<file path="config.mk">
export PLATFORM = sky130hd
export DESIGN_NAME = ps2_host_tx
export DESIGN_NICKNAME = d
export VERILOG_FILES = /design/src/rtl/ps2_host_tx.sv
export SDC_FILE = /design/constraint.sdc
export NUM_CORES = 1
export LEC_CHECK = 0
export ABC_AREA = 1
export CORE_UTILIZATION = 55
export CTS_CLUSTER_DIAMETER = 80
export DETAILED_ROUTE_END_ITERATION = 8
export GPL_TIMING_DRIVEN = 0
export PLACE_DENSITY = 0.7
export SYNTH_ARGS = -nofsm -noshare
export SYNTH_HDL_FRONTEND = slang
export SYNTH_SLANG_ARGS = --single-unit
export TNS_END_PERCENT = 50
</file>
<file path="constraint.sdc">
create_clock -name clk -period 3.4 [get_ports clk]
set_input_delay 0.68 -clock clk [delete_from_list [all_inputs] [get_ports clk]]
set_output_delay 0.68 -clock clk [all_outputs]
set_load 0.05 [all_outputs]
</file>
<file path="src/rtl/ps2_host_tx.sv">
// PS/2 host-to-device transmitter: inhibit, request-to-send, 8 data bits LSB-first,
// odd parity and stop, then device acknowledge check. Pins are driven through open-drain enables.
module ps2_host_tx #(
    parameter int unsigned CLK_FREQ_HZ    = 100_000_000,
    parameter int unsigned INHIBIT_CYCLES = 10_000,
    parameter int unsigned TIMEOUT_CYCLES = 1_500_000
) (
    input  logic       clk,
    input  logic       reset,
    input  logic [7:0] tx_data,
    input  logic       tx_valid,
    output logic       tx_ready,
    input  logic       kb_clk_in,
    input  logic       kb_data_in,
    output logic       kb_clk_oe,
    output logic       kb_data_oe,
    output logic       tx_done,
    output logic       tx_err
);
    localparam int INH_W = $clog2(INHIBIT_CYCLES + 1);
    localparam int WD_W  = $clog2(TIMEOUT_CYCLES + 1);
    localparam logic [INH_W-1:0] INH_LAST = INH_W'(INHIBIT_CYCLES - 1);
    localparam logic [WD_W-1:0]  WD_LAST  = WD_W'(TIMEOUT_CYCLES - 1);

    typedef enum logic [2:0] {
        S_IDLE,
        S_INHIBIT,
        S_RTS,
        S_DATA,
        S_ACK
    } state_t;

    state_t           r_state, w_state_next;
    logic [2:0]       r_clk_sync;
    logic [1:0]       r_data_sync;
    logic [9:0]       r_shift, w_shift_next;
    logic [3:0]       r_edge_cnt, w_edge_cnt_next;
    logic [INH_W-1:0] r_inh_cnt, w_inh_cnt_next;
    logic [WD_W-1:0]  r_wd_cnt, w_wd_cnt_next;
    logic             r_clk_oe, w_clk_oe_next;
    logic             r_data_oe, w_data_oe_next;
    logic             r_ready, w_ready_next;
    logic             r_done, w_done_next;
    logic             r_err, w_err_next;
    logic             w_fall, w_timeout, w_accept;

    // Third clock flop gives the previous synced level for fall detection.
    always_ff @(posedge clk) begin
        if (reset) begin
            r_clk_sync  <= 3'b111;
            r_data_sync <= 2'b11;
        end else begin
            r_clk_sync  <= {r_clk_sync[1:0], kb_clk_in};
            r_data_sync <= {r_data_sync[0], kb_data_in};
        end
    end

    assign w_fall    = r_clk_sync[2] & ~r_clk_sync[1];
    assign w_timeout = (r_wd_cnt == WD_LAST);
    assign w_accept  = tx_valid & r_ready;

    always_ff @(posedge clk) begin
        if (reset) begin
            r_state    <= S_IDLE;
            r_shift    <= '0;
            r_edge_cnt <= '0;
            r_inh_cnt  <= '0;
            r_wd_cnt   <= '0;
            r_clk_oe   <= 1'b0;
            r_data_oe  <= 1'b0;
            r_ready    <= 1'b1;
            r_done     <= 1'b0;
            r_err      <= 1'b0;
        end else begin
            r_state    <= w_state_next;
            r_shift    <= w_shift_next;
            r_edge_cnt <= w_edge_cnt_next;
            r_inh_cnt  <= w_inh_cnt_next;
            r_wd_cnt   <= w_wd_cnt_next;
            r_clk_oe   <= w_clk_oe_next;
            r_data_oe  <= w_data_oe_next;
            r_ready    <= w_ready_next;
            r_done     <= w_done_next;
            r_err      <= w_err_next;
        end
    end

    always_comb begin
        w_state_next    = r_state;
        w_shift_next    = r_shift;
        w_edge_cnt_next = r_edge_cnt;
        w_inh_cnt_next  = r_inh_cnt;
        w_wd_cnt_next   = r_wd_cnt;
        w_data_oe_next  = r_data_oe;
        w_done_next     = 1'b0;
        w_err_next      = 1'b0;

        unique case (r_state)
            S_IDLE: begin
                w_data_oe_next = 1'b0;
                if (w_accept) begin
                    w_shift_next    = {1'b1, ~^tx_data, tx_data};
                    w_edge_cnt_next = '0;
                    w_inh_cnt_next  = '0;
                    w_state_next    = S_INHIBIT;
                end
            end
            S_INHIBIT: begin
                if (r_inh_cnt == INH_LAST) begin
                    w_state_next   = S_RTS;
                    w_data_oe_next = 1'b1;
                    w_wd_cnt_next  = '0;
                end else begin
                    w_inh_cnt_next = r_inh_cnt + 1'b1;
                end
            end
            S_RTS, S_DATA, S_ACK: begin
                w_wd_cnt_next = r_wd_cnt + 1'b1;
                // A fall-11 acknowledge outranks a coincident watchdog expiry.
                if (r_state == S_ACK && w_fall) begin
                    w_done_next    = ~r_data_sync[1];
                    w_err_next     = r_data_sync[1];
                    w_data_oe_next = 1'b0;
                    w_state_next   = S_IDLE;
                end else if (w_timeout) begin
                    w_err_next     = 1'b1;
                    w_data_oe_next = 1'b0;
                    w_state_next   = S_IDLE;
                end else if (w_fall && r_state != S_ACK) begin
                    // Falls 1..10 present d0..d7, parity, then the stop bit (a release).
                    w_data_oe_next  = ~r_shift[0];
                    w_shift_next    = {1'b1, r_shift[9:1]};
                    w_edge_cnt_next = r_edge_cnt + 4'd1;
                    if (r_state == S_RTS) begin
                        w_state_next = S_DATA;
                    end else if (r_edge_cnt == 4'd9) begin
                        w_state_next = S_ACK;
                    end
                end
            end
            default: begin
                w_data_oe_next = 1'b0;
                w_state_next   = S_IDLE;
            end
        endcase

        w_clk_oe_next = (w_state_next == S_INHIBIT);
        w_ready_next  = (w_state_next == S_IDLE);
    end

    assign tx_ready   = r_ready;
    assign kb_clk_oe  = r_clk_oe;
    assign kb_data_oe = r_data_oe;
    assign tx_done    = r_done;
    assign tx_err     = r_err;

endmodule

</file>
==> impl_metrics.ini <==
[outcome]
status = finished, final reports clean

[critical_path]
crit_slowest_cell = clkdlybuf4s50_1
critical_path_class = reg2out
start_kind = flip-flop
crit_chain = clkdlybuf4s50_1
cp-end-kind = primary output
cp_slowest_stage_delay_ns = 0.81
critPathMaxFanout = 2
crit_required_ns = 2.72
crit_buf_inv = 1
cp_data_arrival_time_ns = 1.50
cp_top_family = buffers and inverters

[floorplanning]
dieWidth_um = 81.3
ios = 18
core_sq_um = 5990
die_area_sq_um = 6610
start_util_pct = 57.7
die_height_um = 81.3
core.rowCount = 28

[timing]
max_freq_mhz = 458
report.final.slew_viol_count = 0
tns_ns = 0
finalCritPeriodShare_pct = 64.2
layout_min_cycle_time_ns = 2.18
setup_viol = 0
hold_viol = 0
maxSlewHeadroom_pct = 63.4
rsz0062_at_grt = no
tightest_slew_ns = 0.549
finalClockSkew_ns = 0.00756

[power]
leakagePower_uw = 0.00163
powerDensity_nw_per_um2 = 393
peakVddDrop_v = 0.000261

[run]
drv_cap = 0

[logic_synthesis]
postSynthAreaPerCell_sq_um = 6.30
yosysMostFrequentCell = nand2_1
netlist-cell-type-count = 29
synth_edf_count = 0
synth_mux_area_share_pct = 0
synth_cells = 549
synth_top_family_by_area = simple AND/OR/NAND/NOR gates
yosysWarnings = 0
ys_ff_latch = 62
synth_compound_area_share_pct = 9.26
synth_top_area_share_pct = 35.9
synth_area_leader_cell = dfxtp_1
synth_common_cells = nand2_1, nor2_1, dfxtp_1
synthXorXnorAreaFrac_pct = 2.78
synthAdderAreaFrac_pct = 1.45
syn_nets = 566
syn_area_sq_um = 3460
ys_seq_area_share_pct = 35.9
async_reset_ff_share_pct = 0
synthSimpleGateAreaFrac_pct = 42.0
yosys_most_used_dff = dfxtp_1
yosys-top-cells-area = dfxtp_1, nand2_1, nor2_1, nand3_1, inv_1

[finish]
syn_to_final_growth_pct = 13.0
final_nets = 594
antenna_cells = 0
post_route_cells_drive_above_1_share_pct = 9.11
final_cells = 657

[cts]
clk_latency_ns = 0.34
root_buffer = clkbuf_8
post_cts_buffers = 0
numCtsBuffers = 9
clock_sinks = 62
cts_buffer_depth = 2
htreeDepth = 3
path_clk_slew_ns = 0.07
ctsHoldBuffers = 0
cts_tree = done
post_cts_resized = 0

[place]
port-buffer-count = 17
gp_congestion = 0.862
place_inst = 641
dpl.hpwl_um = 5940

[drt]
viasPerCell = 5.21
ant_nets = 0
vias = 3420
wl_per_cell_um = 12.4
drtIter0Drc = 176
routed_wl_um = 8120
dr.pass1.iters = 5
drc = 0

[global_routing]
grt_overflow = 0
track_usage_pct = 26.3
grt_pass1_vias = 2926
grt_max_degree = 11
antenna_found_initial = 0
grt_pass1_wl_um = 13300

[worst_hold_path]
hp-class = reg2reg
[state kept, by name (all words and copies together) (netlist names), 2 cells and up]
name and cells:
r_inh_cnt 14, r_clk_sync 3, r_data_sync 2, r_wd_cnt 21, r_edge_cnt 4, r_shift 10
r_state 3
[where the power goes]
part,internal [uW],switching (uW),leakage [uW]
Sequential,750,15.4,0.000504
Combinational,59.6,99.9,0.00103
Clock,322,290,0.0000954
Total,1130,405,0.00163
[path summary, 6_finish.rpt]
path	start	to	slack [ns]	cells past startpoint
hold reg to reg	r_data_sync[0]	r_data_sync[1]	0.41	1
hold / removal	r_data_sync[0]	r_data_sync[1]	0.41	1
setup / recovery	kb_data_oe	kb_data_oe	1.22	1
setup reg to reg	r_inh_cnt[0]	r_wd_cnt[17]	1.45	8
[layout make-up]
class	count	area, sq um
Inverter	56	211
Buffer	15	86.3
Fill cell	573	2080
Multi-Input combinational cell	416	1920
Sequential cell	62	1240
Timing Repair Buffer	17	170
Clock inverter	3	17.5
Tap cell	75	93.8
Clock buffer	13	169
[metrics by stage]
step	setup slack [ns]	hold WS [ns]	util [%]	area, sq um	total power, uW
after detailed placement	1.13	0.397	62.2	3720	941
after global routing	1.16	0.435	65.3	3910	1600
after CTS	1.21	0.419	65.3	3910	1550
after floorplan	1.81	0.389	-	3460	888
final	1.22	0.413	65.3	3910	1540
after global placement	1.14	0.396	62.2	3720	938
[routing by layer]
| metal | global-route usage [%] | share of wire (%) | routed length, um |
|---|---|---|---|
| met1 | 33.4 | 48 | 3900 |
| met2 | 44.1 | 47 | 3810 |
| met3 | 6.18 | 4.5 | 362 |
| met4 | 7.32 | 0.71 | 58 |
| met5 | 0 | 0 | 0 |
[cell families after synthesis]
kind of cell / Yosys count
buf+inv: 71
compound gates: 63
xor+xnor: 11
simple gates: 338
fa+ha+maj: 4
flops: 62
[cells in the final DEF (no fill, tap or decap), types with 5 or more instances in the layout]
master | Yosys | routed
inv_1 | 50 | 50
or2_2 | 7 | 7
clkbuf_1 | 6 | 7
xor2_1 | 9 | 9
nor2_1 | 99 | 99
nand2_1 | 147 | 147
dfxtp_1 | 62 | 62
a21oi_1 | 31 | 31
o21ai_1 | 7 | 7
nand3_1 | 53 | 53
nand4_1 | 7 | 7
o21ai_0 | 23 | 23
nor3_1 | 7 | 7
inv_2 | 5 | 5
clkdlybuf4s50_1 | 0 | 17
clkbuf_8 | 0 | 12
buf_2 | 6 | 6
No activity file was read; power rests on OpenSTA's default activity.
